## config.mk

```make
export PLATFORM = sky130hd
export DESIGN_NAME = fifo_sync_param
export DESIGN_NICKNAME = d
export VERILOG_FILES = /design/src/rtl/fifo_sync_pkg.sv /design/src/rtl/fifo_sync_ram.sv /design/src/rtl/fifo_sync_param.sv
export SDC_FILE = /design/constraint.sdc
export NUM_CORES = 1
export LEC_CHECK = 0
export ABC_AREA = 1
export BUFFER_PORTS_ARGS = -buffer_cell sky130_fd_sc_hd__buf_2
export CAP_MARGIN = 5
export CELL_PAD_IN_SITES_DETAIL_PLACEMENT = 2
export CELL_PAD_IN_SITES_GLOBAL_PLACEMENT = 2
export CORE_MARGIN = 2
export CORE_UTILIZATION = 42
export CTS_CLUSTER_SIZE = 40
export DETAILED_ROUTE_END_ITERATION = 16
export GPL_TIMING_DRIVEN = 0
export PLACE_DENSITY = 0.89
export SYNTH_ARGS = -nofsm -noshare
export SYNTH_HDL_FRONTEND = slang
export SYNTH_SLANG_ARGS = --single-unit
```

## constraint.sdc

```tcl
create_clock -name clk -period 5.3 [get_ports clk]
set_input_delay 1.06 -clock clk [delete_from_list [all_inputs] [get_ports clk]]
set_output_delay 1.06 -clock clk [all_outputs]
set_load 0.01 [all_outputs]
```

## src/rtl/fifo_sync_pkg.sv

```systemverilog
// ---------------------------------------------------------------------------
// fifo_sync_pkg
//
// Purpose:
//   Shared definitions for the parametrised synchronous FIFO. This package
//   holds the following items:
//     - calcCountWidth : width of the occupancy counter for a given depth.
//       The counter must represent 0..DEPTH inclusive, so it needs one bit
//       more than the pointers.
//     - isPowerOfTwo   : used by the top level to reject illegal depths at
//       elaboration time.
//     - thresholdsLegal: range check for the almost-full/almost-empty levels.
//     - fifoOp_t       : the kind of access accepted on a clock edge. It
//       drives the count update.
//
// Ports: none (package).
// ---------------------------------------------------------------------------
package fifo_sync_pkg;

    // The kind of access that was accepted on this edge.
    typedef enum logic [1:0] {
        OP_IDLE  = 2'b00,
        OP_READ  = 2'b01,
        OP_WRITE = 2'b10,
        OP_BOTH  = 2'b11
    } fifoOp_t;

    // Number of bits needed to hold an occupancy of 0..depth.
    function automatic int calcCountWidth(input int depth);
        return $clog2(depth) + 1;
    endfunction

    // True when value is a positive power of two.
    function automatic bit isPowerOfTwo(input int value);
        return (value >= 1) && ((value & (value - 1)) == 0);
    endfunction

    // almost_full must be reachable and non-trivial (1..depth).
    // almost_empty must leave room below full (0..depth-1).
    function automatic bit thresholdsLegal(input int depth,
                                           input int afLevel,
                                           input int aeLevel);
        return (afLevel >= 1) && (afLevel <= depth) &&
               (aeLevel >= 0) && (aeLevel <= depth - 1);
    endfunction

endpackage : fifo_sync_pkg

```

## src/rtl/fifo_sync_ram.sv

```systemverilog
// ---------------------------------------------------------------------------
// fifo_sync_ram
//
// Purpose:
//   This is the DEPTH x WIDTH storage array of the FIFO. It has one write port
//   and one synchronous read port. The array itself is never reset, so a
//   synthesis tool can map it to block or distributed RAM. Only the read
//   data register is cleared by reset. A read and a write to the same
//   address on the same edge return the old contents (read-before-write).
//   The FIFO relies on this when it is full and both reads and writes.
//
// Ports:
//   clk       in  clock, rising edge
//   rst       in  synchronous active-high reset, clears o_rdData only
//   i_wrEn    in  write strobe
//   i_wrAddr  in  write address
//   i_wrData  in  write data
//   i_rdEn    in  read strobe. When low, o_rdData holds its value.
//   i_rdAddr  in  read address
//   o_rdData  out registered read data
// ---------------------------------------------------------------------------
module fifo_sync_ram #(
    parameter  int WIDTH = 8,
    parameter  int DEPTH = 8,
    localparam int AW    = $clog2(DEPTH)
) (
    input  logic             clk,
    input  logic             rst,
    input  logic             i_wrEn,
    input  logic [AW-1:0]    i_wrAddr,
    input  logic [WIDTH-1:0] i_wrData,
    input  logic             i_rdEn,
    input  logic [AW-1:0]    i_rdAddr,
    output logic [WIDTH-1:0] o_rdData
);

    logic [WIDTH-1:0] r_mem [DEPTH];
    logic [WIDTH-1:0] r_rdData;

    // Storage array. This block has no reset, so the array can map onto
    // RAM primitives.
    always_ff @(posedge clk) begin
        if (i_wrEn) begin
            r_mem[i_wrAddr] <= i_wrData;
        end
    end

    // Read data register. Reset gives a defined output word after power-up.
    // When no read is requested, the last word stays on the output.
    always_ff @(posedge clk) begin
        if (rst) begin
            r_rdData <= '0;
        end else if (i_rdEn) begin
            r_rdData <= r_mem[i_rdAddr];
        end
    end

    assign o_rdData = r_rdData;

endmodule : fifo_sync_ram

```

## src/rtl/fifo_sync_param.sv

```systemverilog
// ---------------------------------------------------------------------------
// fifo_sync_param
//
// Purpose:
//   This is a parametrised single-clock FIFO. It has the following features:
//     - registered read data with a one-cycle valid pulse
//     - an occupancy count
//     - programmable almost-full and almost-empty flags
//     - sticky overflow and underflow error flags
//     - a synchronous flush
//   Storage lives in fifo_sync_ram. This level owns the pointers, the count,
//   the status flags and valid.
//
// Parameters:
//   WIDTH     data word width (>= 1)
//   DEPTH     number of entries (power of two, >= 2)
//   AF_LEVEL  almost_full when count >= AF_LEVEL  (1..DEPTH)
//   AE_LEVEL  almost_empty when count <= AE_LEVEL (0..DEPTH-1)
//
// Ports:
//   clk           in   clock, rising edge
//   rst           in   synchronous active-high reset
//   clr           in   synchronous flush (data_out is kept)
//   data_in       in   write data
//   w_en          in   write request
//   r_en          in   read request
//   data_out      out  registered read data
//   valid         out  data_out holds a word read on the last edge
//   empty         out  count == 0
//   full          out  count == DEPTH
//   almost_empty  out  count <= AE_LEVEL
//   almost_full   out  count >= AF_LEVEL
//   count         out  occupancy 0..DEPTH
//   overflow      out  sticky: a write was rejected
//   underflow     out  sticky: a read was rejected
// ---------------------------------------------------------------------------
module fifo_sync_param
    import fifo_sync_pkg::*;
#(
    parameter  int WIDTH    = 8,
    parameter  int DEPTH    = 8,
    parameter  int AF_LEVEL = DEPTH - 1,
    parameter  int AE_LEVEL = 1,
    localparam int CW       = calcCountWidth(DEPTH)
) (
    input  logic             clk,
    input  logic             rst,
    input  logic             clr,
    input  logic [WIDTH-1:0] data_in,
    input  logic             w_en,
    input  logic             r_en,
    output logic [WIDTH-1:0] data_out,
    output logic             valid,
    output logic             empty,
    output logic             full,
    output logic             almost_empty,
    output logic             almost_full,
    output logic [CW-1:0]    count,
    output logic             overflow,
    output logic             underflow
);

    localparam int PW = $clog2(DEPTH);

    localparam logic [CW-1:0] DEPTH_C = CW'(DEPTH);
    localparam logic [CW-1:0] AF_C    = CW'(AF_LEVEL);
    localparam logic [CW-1:0] AE_C    = CW'(AE_LEVEL);

    // Elaboration-time legality checks. An illegal configuration stops the
    // build instead of producing a FIFO that misbehaves quietly.
    generate
        if (WIDTH < 1) begin : g_badWidth
            $error("fifo_sync_param: WIDTH must be at least 1");
        end
        if (!isPowerOfTwo(DEPTH) || (DEPTH < 2)) begin : g_badDepth
            $error("fifo_sync_param: DEPTH must be a power of two and at least 2");
        end
        if (!thresholdsLegal(DEPTH, AF_LEVEL, AE_LEVEL)) begin : g_badLevels
            $error("fifo_sync_param: AF_LEVEL must be 1..DEPTH and AE_LEVEL 0..DEPTH-1");
        end
    endgenerate

    logic [PW-1:0] r_wrPtr;
    logic [PW-1:0] r_rdPtr;
    logic [CW-1:0] r_count;
    logic          r_valid;
    logic          r_empty;
    logic          r_full;
    logic          r_almostEmpty;
    logic          r_almostFull;
    logic          r_overflow;
    logic          r_underflow;

    logic          w_flush;
    logic          w_rdOk;
    logic          w_wrOk;
    logic          w_wrReject;
    logic          w_rdReject;
    fifoOp_t       w_op;
    logic [CW-1:0] w_countNext;
    logic [WIDTH-1:0] w_rdData;

    // Reset and flush both discard any access requested in the same cycle.
    // Gating the accept terms with w_flush means the RAM and the pointers
    // cannot see a stray write or read while a flush happens.
    assign w_flush = rst | clr;

    // A read needs data to be present. A write needs room, unless a read
    // frees a slot on the same edge. When the FIFO is empty, a simultaneous
    // read is still rejected because there is no write-through path.
    assign w_rdOk     = ~w_flush & r_en & ~r_empty;
    assign w_wrOk     = ~w_flush & w_en & (~r_full | r_en);
    assign w_wrReject = ~w_flush & w_en & ~w_wrOk;
    assign w_rdReject = ~w_flush & r_en & r_empty;

    // Classify the accepted access and derive the next occupancy. Read and
    // write together leave the count unchanged. The flags below are
    // computed from this value, so they match the count after the edge.
    always_comb begin
        w_op        = OP_IDLE;
        w_countNext = r_count;
        case ({w_wrOk, w_rdOk})
            2'b10:   w_op = OP_WRITE;
            2'b01:   w_op = OP_READ;
            2'b11:   w_op = OP_BOTH;
            default: w_op = OP_IDLE;
        endcase
        case (w_op)
            OP_WRITE: w_countNext = r_count + CW'(1);
            OP_READ:  w_countNext = r_count - CW'(1);
            default:  w_countNext = r_count;
        endcase
    end

    // Pointers, count, valid and the status flags. Reset and flush clear
    // the same state here. The only difference between them is data_out,
    // which lives in the RAM's read register and is cleared by rst alone.
    // Pointers wrap naturally because DEPTH is a power of two.
    always_ff @(posedge clk) begin
        if (rst || clr) begin
            r_wrPtr       <= '0;
            r_rdPtr       <= '0;
            r_count       <= '0;
            r_valid       <= 1'b0;
            r_empty       <= 1'b1;
            r_full        <= 1'b0;
            r_almostEmpty <= 1'b1;
            r_almostFull  <= (AF_LEVEL == 0);
            r_overflow    <= 1'b0;
            r_underflow   <= 1'b0;
        end else begin
            if (w_wrOk) begin
                r_wrPtr <= r_wrPtr + PW'(1);
            end
            if (w_rdOk) begin
                r_rdPtr <= r_rdPtr + PW'(1);
            end
            r_count       <= w_countNext;
            r_valid       <= w_rdOk;
            r_empty       <= (w_countNext == '0);
            r_full        <= (w_countNext == DEPTH_C);
            r_almostEmpty <= (w_countNext <= AE_C);
            r_almostFull  <= (w_countNext >= AF_C);
            r_overflow    <= r_overflow | w_wrReject;
            r_underflow   <= r_underflow | w_rdReject;
        end
    end

    // Storage. The read port register supplies data_out directly.
    fifo_sync_ram #(
        .WIDTH (WIDTH),
        .DEPTH (DEPTH)
    ) u_ram (
        .clk      (clk),
        .rst      (rst),
        .i_wrEn   (w_wrOk),
        .i_wrAddr (r_wrPtr),
        .i_wrData (data_in),
        .i_rdEn   (w_rdOk),
        .i_rdAddr (r_rdPtr),
        .o_rdData (w_rdData)
    );

    assign data_out     = w_rdData;
    assign valid        = r_valid;
    assign empty        = r_empty;
    assign full         = r_full;
    assign almost_empty = r_almostEmpty;
    assign almost_full  = r_almostFull;
    assign count        = r_count;
    assign overflow     = r_overflow;
    assign underflow    = r_underflow;

endmodule : fifo_sync_param

```

# Word-level counts from Yosys, hierarchy flattened
# Memories as Yosys holds them, arrays and structs flattened. A register that Yosys moved wholly into a read port is not among the register bits.
# Cells that the tools add are included.
# totals
register_bits	17
mem_bits_rw	64
in_bits	13
out_inout_bits	19
word_cells	43
memories	1
# memory_table
name	words	width	read_ports	rd_ports_with_merged_regs	write_ports	line_no	text
u_ram.r_mem	8	8	1	1	1	fifo_sync_ram.sv:37	logic [WIDTH-1:0] r_mem [DEPTH];
# op_classes
n_addsub	4
order_cmp	2
n_eq_ne	6
mux	4
bitwise	14
reduce_logical	2
# ops
op	count
$pmux W4 S2	1
$add A3 B1 Y3 const B	2
$and A1 B1 Y1	6
$eq A2 B2 Y1 const B	3
$pmux W2 S3	1
$add A4 B1 Y4 const B	1
$eq A2 B1 Y1 const B	2
$eq A4 B4 Y1 const B	1
$ge A4 B3 Y1 const B	1
$le A4 B1 Y1 const B	1
$logic_not A4 Y1	1
$not A1 Y1	4
$or A1 B1 Y1	4
$sub A4 B1 Y4 const B	1
$mux W1	2
$logic_or A1 B1 Y1	1

# Logic depth before layout (Yosys ltp)
# Gate-level depths: netlist of run 1.
# depth
word_depth	9
mapped_depth	16
mapped_depth_nobuf	15

# Hierarchy
# Synthesis of run 1 repeated with hierarchy kept, for this count alone.
# hier_totals
hier_cells	418
area_unflattened_um2	3995.1
# modules_own_cells
module	n_inst	cells_each	area_each_um2	seq_area_each_um2
fifo_sync_ram	1	305	3105.5	2082.0
fifo_sync_param	1	113	889.6	340.3

# Worst setup path before layout of run 1
# No wires, ideal clock.
# synth_timing
path_kind	input to register
from	in rst
to	reg r_empty, in the netlist empty
setup_ps	56
arrival_time_ps	2585
t_required_ps	5244
slack_ps	2659
path_stages	12
path_buffers	2
path_cell_list	buf_6 -> clkinv_2 -> nand2_4 -> buf_2 -> nor2_1 -> inv_1 -> ha_1 -> o21ai_0 -> nand4_1 -> nand2_1 -> nand2_1 -> inv_1
# synth_via
elab_chain_len	9
elab_cells_between_ends	15
classes_between	eq/ne: 5; mux: 2; bitwise: 6; reduce/logical: 2
# synth_lines
element	line_no	text
from (decl)	fifo_sync_param.sv:47	input logic rst,
$or A1 B1 Y1	fifo_sync_param.sv:106	assign w_flush = rst | clr;
$not A1 Y1	fifo_sync_param.sv:111, fifo_sync_param.sv:112	
$and A1 B1 Y1, on equally long branches (2 in series)	fifo_sync_param.sv:111, fifo_sync_param.sv:112	
$eq A2 B2 Y1 / $eq A2 B1 Y1 (equally long branches)	fifo_sync_param.sv:122	case ({w_wrOk, w_rdOk})
$pmux W2 S3	fifo_sync_param.sv:122	
$eq A2 B1 Y1 / $eq A2 B2 Y1 (equally long branches)	fifo_sync_param.sv:128	case (w_op)
$pmux W4 S2	fifo_sync_param.sv:128	
$logic_not A4 Y1	fifo_sync_param.sv:160	r_empty <= (w_countNext == '0);
to (signal assigned)	fifo_sync_param.sv:160	
to (decl)	fifo_sync_param.sv:87	logic r_empty;
# Parallel ways exist; a longest one is shown, timed or not.
# A chain may end at the register's enable or synchronous reset.

# Worst setup path in the final report of run 1
# layout_timing
from	in clr
to	mem u_ram.r_mem[7][5] (enable)
# layout_via
elab_chain_len	6
# layout_lines
element	line_no	text
from (decl)	fifo_sync_param.sv:48	input logic clr,
$or A1 B1 Y1	fifo_sync_param.sv:106	
$not A1 Y1	fifo_sync_param.sv:112	assign w_wrOk = ~w_flush & w_en & (~r_full | r_en);
$and A1 B1 Y1 (2 in series)	fifo_sync_param.sv:112	
$mux W1	fifo_sync_ram.sv:43	if (i_wrEn) begin
$mux W1 (not written as such)	fifo_sync_ram.sv:44	r_mem[i_wrAddr] <= i_wrData;
to (decl)	fifo_sync_ram.sv:37	
# Every way passes these cells.

==> impl_metrics.yaml, run 1 <==
pwr:
  power.density_mw_per_mm2: 321
  power_switching_uw: 310
  p_sw_frac: 0.238
  p_leak_nw: 1.51
  pwr-share-seq: 0.578
  p_comb_frac: 0.040
  p_clk_frac: 0.382
  ir_drop_mv: 0.149
  internal-power_uw: 991
  finalPower_mw: 1.30
timing:
  relSlewSlack: 0.348
  tightest_slew_ps: 975
  skew_ps: 12.9
  max_freq_mhz: 347
  setup_tns_ps: 0
  final-hold-violation-count: 0
  period_share: 0.544
  rsz0062_at_grt: "no"
  slew_violations: 0
  period_needed_ps: 2880
  finalSetupViolations: 0
final_layout:
  area_delta_synth_final_pct: 13.8
  antennaDiodeCount: 0
  finalNonFillerCells: 467
  postLayoutCellArea_sq_mm: 0.00406
  fin_nets: 374
  multi_input_area_sq_um: 991
  n_fill_cell: 860
  seq_area_sq_mm: 0.00242
  drive_gt1_frac: 0.171
  post-route-util: 0.494
die:
  start_util: 0.434
  ios: 32
  dieArea_sq_mm: 0.00924
  die_h_microns: 96.1
  core_sq_mm: 0.00822
  die_w_microns: 96.1
  num_rows: 33
placed_design:
  placed_cells: 451
  port-buffer-count: 30
  routabilityCongestion: 0.738
  postPlaceCellArea_sq_mm: 0.00385
  dp_hpwl_microns: 7580
clock_network:
  tritoncts: "yes"
  cts_setup_buffers: 0
  clock-sinks: 89
  clk_path_buf_depth: 2
  cts.reportedPaths.clkPinSlew_ps: 90
  cts_resized: 0
  cts_hold_buffers: 0
  clkLatencyLatePin_ps: 370
  htree_levels: 3
  cts_root_buffer: "clkbuf_8"
  cts_inserted_buffers: 9
global_routing:
  grt_pass1_vias: 2870
  grt_pass1_wl_microns: 16000
  grt_use_total: 0.244
  grt.overflow.total: 0
  grt_antenna_before_repair: 0
  grt_max_degree: 18
critical_path:
  crit_type: "input pin to flop"
  r2r-end: "u_ram.r_mem[7][5]"
  start_kind: "input pin"
  r2r-start: "full"
  worstPathMaxFanout: 10
  end_kind: "flop"
  r2r_cells: 7
  worstPathArrival_ps: 2880
  critPathRequiredTime_ps: 5290
  rrSetupSlack_ps: 2920
detailed_routing:
  drt-total-wl_microns: 10400
  wl_per_cell_microns: 22.3
  ant_nets: 0
  drc_errors: 0
  vias: 2616
  drt_pass1_iterations: 4
  drtIter0Drc: 138
  drt-vias-per-instance: 5.60
synthesis:
  synth_fp_nets: 333
  synth_area_sq_mm: 0.00356
  yosysSeqAreaShare: 0.680
  ys_ff_latch: 89
  ys_warn_count: 0
  ys_types: 30
  yosysTopAreaCell: "edfxtp_1"
  syn_area_per_cell_sq_um: 11.3
  netlist_top_cells_area: "edfxtp_1 (54%), dfxtp_1 (14%), o21ai_0 (5.5%), nor2_1 (5.4%), nand2_1 (3.7%)"
  synth_cells: 316
  synth_top_area_frac: 0.539
worst_hold_path:
  hp-start: "u_ram.o_rdData[7]"
  hold_class: "flop to flop"
  hold_path_depth: 2
  min_to: "u_ram.o_rdData[7]"
job:
  cap_violations: 0
outcome:
  status: "complete, no violations"
worst max-delay path, cell delays in order:
cell and delay [ps]:
buf_2 100, inv_1 80, nand2_4 80, buf_2 200
nor2_1 200, inv_1 130, nor2_1 160, inv_1 110
nor2_1 750
state kept, by name, indices dropped and copies added (netlist names):
signal	flops
r_wrPtr	3
u_ram.r_mem	64
almost_full	1
overflow	1
full	1
underflow	1
empty	1
r_rdPtr	3
count	4
u_ram.o_rdData	8
valid	1
almost_empty	1
layout by cell type, fill, tap and decap left out, drive strengths merged:
cell,netlist,layout
edfxtp,64,64
nor2,52,52
o21ai,40,40
nand2,40,40
buf,5,35
inv,23,27
dfxtp,25,25
clkbuf,8,17
a21oi,15,15
o22ai,8,8
o221ai,8,8
o211ai,8,8
nand3,8,8
ha,4,4
clkinvlp,0,2
clkinv,1,1
nand3b,1,1
xor2,1,1
or2,1,1
xnor2,1,1
nand4,1,1
a41oi,1,1
nor3,1,1
bufinv,0,1
kinds of logic (layout without fill, tap and decap cells):
logic type / count (synthesis) / count (layout) / synth area share
buf+inv: 37 / 83 / 0.0425
xor+xnor: 2 / 2 / 0.00491
compound gates: 80 / 80 / 0.130
flops: 89 / 89 / 0.680
fa+ha+maj: 4 / 4 / 0.0140
simple gates: 104 / 104 / 0.129
synthesized netlist by cell type:
cell type / number
nand2_2: 4
xnor2_1: 1
edfxtp_1: 64
inv_2: 1
nor2_8: 1
a21oi_1: 15
nand3_2: 3
clkinv_2: 1
nand2_1: 35
o21ai_1: 1
buf_6: 1
clkbuf_1: 8
nand2_4: 1
inv_1: 22
nand3b_1: 1
nand4_1: 1
o21ai_0: 39
o22ai_1: 8
buf_2: 3
a41oi_1: 1
nand3_1: 5
dfxtp_1: 25
o221ai_1: 8
or2_2: 1
o211ai_1: 8
xor2_1: 1
nor3_1: 1
buf_1: 1
ha_1: 4
nor2_1: 51
worst max path at each step:
| stage | startpoint | to | slack (ps) | cells past startpoint |
|---|---|---|---|---|
| 6_report | clr | u_ram.r_mem[7][5] | 2420 | 9 |
| 3_3_place_gp | clr | u_ram.r_mem[7][3] | 2290 | 9 |
| 2_1_floorplan | rst | empty | 2660 | 12 |
| 4_1_cts | clr | u_ram.r_mem[7][7] | 2420 | 9 |
| 3_5_place_dp | clr | u_ram.r_mem[7][2] | 2040 | 9 |
| 5_1_grt | clr | u_ram.r_mem[7][5] | 2290 | 9 |
per-layer routing:
| metal | part of all wire | vias to the layer above | track usage |
|---|---|---|---|
| met5 | 0 | - | 0 |
| met4 | 0.028 | 0 | 0.118 |
| met3 | 0.055 | 21 | 0.0407 |
| met2 | 0.50 | 71 | 0.410 |
| met1 | 0.42 | 1323 | 0.306 |
| li1 | - | 1201 | - |
metrics by stage:
step                hold WS (ps)  setup WS [ps]
floorplan                    487           2660
global placement             452           2290
detailed placement           464           2040
CTS                          477           2420
global route                 486           2290
finish                       471           2420
power by group through the flow:
| stage | combinational [mW] | clock, mW | sequential, mW |
|---|---|---|---|
| CTS | 0.0522 | 0.502 | 0.753 |
| global route | 0.0570 | 0.528 | 0.753 |
| global placement | 0.0466 | 0 | 0.768 |
| floorplan | 0.0243 | 0 | 0.769 |
| detailed placement | 0.0519 | 0 | 0.768 |
| finish | 0.0516 | 0.497 | 0.752 |
layout make-up:
class                           instances  area share
Buffer                                 13      0.0148
Clock buffer                            9      0.0305
Clock inverter                          7      0.0210
Inverter                               24      0.0225
Multi-Input combinational cell        190       0.244
Sequential cell                        89       0.597
Tap cell                              105      0.0324
Timing Repair Buffer                   30      0.0370
Power figures use the tool's default switching activity.
==> run 2, diff against run 1 <==
--- a/config.mk
+++ b/config.mk
@@ -11,11 +11,11 @@
 export CELL_PAD_IN_SITES_DETAIL_PLACEMENT = 2
 export CELL_PAD_IN_SITES_GLOBAL_PLACEMENT = 2
 export CORE_MARGIN = 2
-export CORE_UTILIZATION = 42
+export CORE_UTILIZATION = 35
 export CTS_CLUSTER_SIZE = 40
 export DETAILED_ROUTE_END_ITERATION = 16
 export GPL_TIMING_DRIVEN = 0
-export PLACE_DENSITY = 0.89
+export PLACE_DENSITY = 0.8
 export SYNTH_ARGS = -nofsm -noshare
 export SYNTH_HDL_FRONTEND = slang
 export SYNTH_SLANG_ARGS = --single-unit
==> constraint.sdc (replaced) <==
create_clock -name clk -period 2.3 [get_ports clk]
set_input_delay 0.46 -clock clk [delete_from_list [all_inputs] [get_ports clk]]
set_output_delay 0.46 -clock clk [all_outputs]
set_load 0.01 [all_outputs]
==> run 2 against run 1 <==
Effect of this change:
- the flow now finishes with violations (setup timing)
- setup slack worse by 2400 ps
- critical path depth is 2 lower
- total power is 130% higher
- register-to-register slack worse by 2900 ps
- routed wire length is 9.4% lower
- cell area is 0.71% higher
- first-iteration DRC count is 18% higher
- clock power is 120% higher
- die area is 19% higher
- critical endpoint is now u_ram.r_mem[5][7]
==> impl_metrics.yaml, run 2 (synthesis results as in run 1) <==
pwr:
  finalPower_mw: 2.94
  ir_drop_mv: 0.344
  p_leak_nw: 1.51
  pwr-share-seq: 0.589
  p_clk_frac: 0.372
  power.density_mw_per_mm2: 721
  internal-power_mw: 2.22
  power_switching_uw: 723
  p_comb_frac: 0.039
  p_sw_frac: 0.245
detailed_routing:
  ant_nets: 0
  drt-total-wl_microns: 9450
  drt-vias-per-instance: 5.08
  drtIter0Drc: 163
  drc_errors: 0
  vias: 2515
  wl_per_cell_microns: 19.1
  drt_pass1_iterations: 4
final_layout:
  n_fill_cell: 1078
  layout_commonest_cell: "edfxtp_1"
  top_register: "u_ram.r_mem"
  largest_reg_flops: 64
  area_delta_synth_final_pct: 14.6
  layout_common_cells: "edfxtp_1 (64), nor2_1 (50), o21ai_0 (38), nand2_1 (35), buf_2 (33)"
  seq_area_sq_mm: 0.00242
  post-route-util: 0.416
  drive_gt1_frac: 0.174
  fin_nets: 374
  multi_input_area_sq_um: 993
  antennaDiodeCount: 0
timing:
  whs_ps: 275
  final-hold-violation-count: 0
  skew_ps: 24.8
  fin_ws_ps: -27.0
  slew_violations: 0
  period_needed_ps: 2330
  max_freq_mhz: 430
  period_share: 1.01
  rsz0062_at_grt: "yes"
  relSlewSlack: 0.431
  finalSetupViolations: 13
  tightest_slew_ps: 850
worst_hold_path:
  hp-start: "rst"
  hold_class: "input pin to flop"
  hold_path_depth: 2
  min_to: "u_ram.o_rdData[3]"
global_routing:
  grt_pass1_wl_microns: 14800
  grt_antenna_before_repair: 0
  grt_use_total: 0.180
  grt.overflow.total: 0
  grt_max_degree: 19
  grt_pass1_vias: 2710
die:
  die_w_microns: 105
  dieArea_sq_mm: 0.0110
  ios: 32
  die_h_microns: 105
  num_rows: 36
  start_util: 0.363
  core_sq_mm: 0.00982
clock_network:
  cts_hold_buffers: 0
  clk_path_buf_depth: 2
  htree_levels: 3
  clkLatencyLatePin_ps: 380
  cts_inserted_buffers: 9
  cts.reportedPaths.clkPinSlew_ps: 110
  tritoncts: "yes"
  cts_root_buffer: "clkbuf_8"
  clock-sinks: 89
critical_path:
  worstPathMaxFanout: 8
  end_kind: "flop"
  r2r-end: "u_ram.r_mem[5][7]"
  start_kind: "flop"
  r2r-start: "full"
  r2r_cells: 7
  crit_type: "flop to flop"
  worstPathArrival_ps: 2320
  critPathRequiredTime_ps: 2290
  rrSetupSlack_ps: -30
outcome:
  status: "complete, but fails checks"
  failed_checks: "setup timing"
placed_design:
  dp_hpwl_microns: 6920
  routabilityCongestion: 0.794
  port-buffer-count: 30
job:
  cap_violations: 0
-- run 2: cell count changes in the layout (fill, tap and decap cells not counted), sizes merged --
cell	previous run	this run
bufinv	1	0
inv	27	29
clkbuf	17	18
clkinvlp	2	0
-- run 2: cell type report --
class | count | area share
plain buffers | 13 | 0.0147
clock buffers | 10 | 0.0337
clock inverters | 6 | 0.0153
inverters | 24 | 0.0224
multi-input cells | 190 | 0.243
flip-flops and latches | 89 | 0.593
well taps | 133 | 0.0407
repair buffers | 30 | 0.0368
-- run 2: critical path: stages (launching register included) --
cell	delay (ps)
dfxtp_1	360
nand2_1	110
nand2_1	160
nor2_1	220
inv_1	140
nor2_1	180
inv_1	120
nor2_1	660
-- run 2: worst max-delay path by stage --
stage                     startpoint                 to  slack (ps)
after floorplan                  rst              empty         260
after global placement           clr  u_ram.r_mem[7][2]        -150
after detailed placement         clr  u_ram.r_mem[7][1]        -340
after CTS                       full  u_ram.r_mem[7][7]         -50
after global routing            full  u_ram.r_mem[7][5]        -220
final                           full  u_ram.r_mem[5][7]         -30
-- run 2: stage by stage --
step	setup TNS [ps]	setup WS [ps]	cell area [sq um]	std cells
2_1_floorplan	0	259	3560	316
3_3_place_gp	-4030	-154	3880	479
6_report	-167	-27.0	4080	495
5_1_grt	-5050	-225	4080	495
3_5_place_dp	-11760	-336	3880	479
4_1_cts	-822	-45.9	4080	495
-- run 2: power by group through the flow --
| stage | Combinational (mW) | Clock (mW) | Sequential [mW] |
|---|---|---|---|
| 2_1_floorplan | 0.0560 | 0 | 1.77 |
| 3_3_place_gp | 0.109 | 0 | 1.77 |
| 3_5_place_dp | 0.117 | 0 | 1.77 |
| 4_1_cts | 0.117 | 1.12 | 1.73 |
| 5_1_grt | 0.129 | 1.17 | 1.74 |
| 6_report | 0.116 | 1.09 | 1.73 |
-- run 2: metal layers --
| layer | GRT usage | vias to the layer above | routed length [microns] |
|---|---|---|---|
| li1 | - | 1197 | - |
| met5 | 0 | - | 0 |
| met4 | 0.0695 | 0 | 140 |
| met2 | 0.293 | 51 | 4660 |
| met3 | 0.0268 | 15 | 381 |
| met1 | 0.243 | 1252 | 4270 |
-- run 2: repair_timing --
| item | CTS | global route |
|---|---|---|
| setup endpoints to repair | 32 | 35 |
| gates resized for setup | 0 | 2 |
| setup buffers | 0 | 0 |
==> run 3, diff against run 2 <==
--- a/config.mk
+++ b/config.mk
@@ -11,11 +11,12 @@
 export CELL_PAD_IN_SITES_DETAIL_PLACEMENT = 2
 export CELL_PAD_IN_SITES_GLOBAL_PLACEMENT = 2
 export CORE_MARGIN = 2
-export CORE_UTILIZATION = 35
+export CORE_UTILIZATION = 37
+export CTS_BUF_LIST = sky130_fd_sc_hd__clkbuf_2
 export CTS_CLUSTER_SIZE = 40
 export DETAILED_ROUTE_END_ITERATION = 16
 export GPL_TIMING_DRIVEN = 0
-export PLACE_DENSITY = 0.8
+export PLACE_DENSITY = 0.84
 export SYNTH_ARGS = -nofsm -noshare
 export SYNTH_HDL_FRONTEND = slang
 export SYNTH_SLANG_ARGS = --single-unit
==> run 3 against run 2 <==
Effect of this change:
- the run now ends clean
- fmax up 9.1%
- sequential share of layout area up 1.1 points
- clock power down 25%
- core utilization up 1.6 points
- cell count down 0.81%
- largest cell class unchanged
==> impl_metrics.yaml, run 3 (synthesis results as in run 1) <==
timing:
  max_freq_mhz: 469
  final-hold-violation-count: 0
  skew_ps: 45.2
  finalSetupViolations: 0
  period_needed_ps: 2130
  fin_ws_ps: 167
  period_share: 0.927
  relSlewSlack: 0.413
  rsz0062_at_grt: "no"
  tightest_slew_ps: 878
  whs_ps: 71.3
  slew_violations: 0
clock_network:
  tritoncts: "yes"
  clock-sinks: 89
  cts.reportedPaths.clkPinSlew_ps: 270
  htree_levels: 3
  clk_path_buf_depth: 2
  cts_setup_buffers: 0
  clkLatencyLatePin_ps: 550
  cts_hold_buffers: 0
  cts_inserted_buffers: 9
  cts_root_buffer: "clkbuf_2"
die:
  ios: 32
  num_rows: 35
  die_w_microns: 102
  core_sq_mm: 0.00928
  die_h_microns: 102
  start_util: 0.384
  dieArea_sq_mm: 0.0104
critical_path:
  worstPathArrival_ps: 2640
  rrSetupSlack_ps: 170
  start_kind: "flop"
  r2r_cells: 10
  crit_type: "flop to flop"
  r2r-start: "empty"
  worstPathMaxFanout: 10
  end_kind: "flop"
  critPathRequiredTime_ps: 2800
  r2r-end: "empty"
final_layout:
  finalNonFillerCells: 491
  largest_reg_flops: 64
  top_register: "u_ram.r_mem"
  layout_commonest_cell: "edfxtp_1"
  drive_gt1_frac: 0.185
  fin_nets: 374
  layout_common_cells: "edfxtp_1 (64), nor2_1 (46), o21ai_0 (38), nand2_1 (34), buf_2 (33)"
  antennaDiodeCount: 0
  area_delta_synth_final_pct: 12.5
global_routing:
  grt_pass1_wl_microns: 15200
  grt_use_total: 0.200
  grt_antenna_before_repair: 0
  grt_pass1_vias: 2803
  grt_max_degree: 17
  grt.overflow.total: 0
worst_hold_path:
  hold_class: "input pin to flop"
  min_to: "u_ram.o_rdData[2]"
  hold_path_depth: 2
  hp-start: "rst"
pwr:
  p_clk_frac: 0.305
  ir_drop_mv: 0.285
  p_leak_nw: 1.47
  power.density_mw_per_mm2: 666
  pwr-share-seq: 0.651
  p_sw_frac: 0.242
  p_comb_frac: 0.044
  power_switching_uw: 645
  internal-power_mw: 2.02
detailed_routing:
  ant_nets: 0
  drt_pass1_iterations: 4
  drc_errors: 0
  vias: 2519
  drtIter0Drc: 92
  drt-total-wl_microns: 9800
  drt-vias-per-instance: 5.13
  wl_per_cell_microns: 20.0
placed_design:
  dp_hpwl_microns: 7170
  dp_slack_ps: -328
  placed_cells: 475
  routabilityCongestion: 0.759
  port-buffer-count: 30
job:
  cap_violations: 0
outcome:
  status: "complete, no violations"
[run 3: cell type report]
| type | count | area [sq um] |
|---|---|---|
| fillers | 1002 | 5270 |
| flip-flops and latches | 89 | 2420 |
| multi-input cells | 190 | 1010 |
| well taps | 129 | 161 |
| repair buffers | 30 | 150 |
| inverters | 24 | 91.3 |
| clock inverters | 6 | 68.8 |
| plain buffers | 13 | 60.1 |
| clock buffers | 10 | 50.0 |
[run 3: worst max-delay path by stage]
stage / startpoint / to / cells after the start
5_1_grt: empty / empty / 12
3_3_place_gp: clr / u_ram.r_mem[7][2] / 9
6_report: empty / empty / 10
3_5_place_dp: clr / u_ram.r_mem[5][2] / 9
4_1_cts: full / u_ram.r_mem[1][1] / 7
2_1_floorplan: rst / empty / 12
[run 3: routing by layer]
layer / vias up / global-route usage / wire (microns)
met5: - / 0 / 0
met4: 0 / 0.0646 / 113
met1: 1267 / 0.265 / 4360
met2: 49 / 0.333 / 4920
met3: 6 / 0.0390 / 399
li1: 1197 / - / -
[run 3: repair_timing]
action / CTS / global route
resized for setup: 2 / 5
endpoints found under the setup margin: 19 / 28
endpoints found under the hold margin: 0 / 0
[run 3: power by group through the flow]
stage	Sequential [mW]	Combinational (mW)	Clock (mW)
final	1.74	0.119	0.813
after CTS	1.74	0.120	0.836
after detailed placement	1.77	0.119	0
after floorplan	1.77	0.0560	0
after global routing	1.74	0.132	0.893
after global placement	1.77	0.108	0
[run 3: stage by stage]
step,setup TNS [ps],instance area (sq um),power (mW),util
2_1_floorplan,0,3560,1.83,-
3_3_place_gp,-4340,3880,1.88,0.418
3_5_place_dp,-12970,3880,1.89,0.418
4_1_cts,-219,4000,2.69,0.431
5_1_grt,0,4010,2.76,0.432
6_report,0,4010,2.67,0.432
[run 3: worst max-delay path: stages, from the launching register on]
cell and delay [ps]:
dfxtp_1 370, inv_1 100, nand2_2 130, nor2_8 180
buf_2 280, ha_1 350, o21ai_1 300, nand4_1 190
nand2_1 100, nand2_1 60, inv_1 50
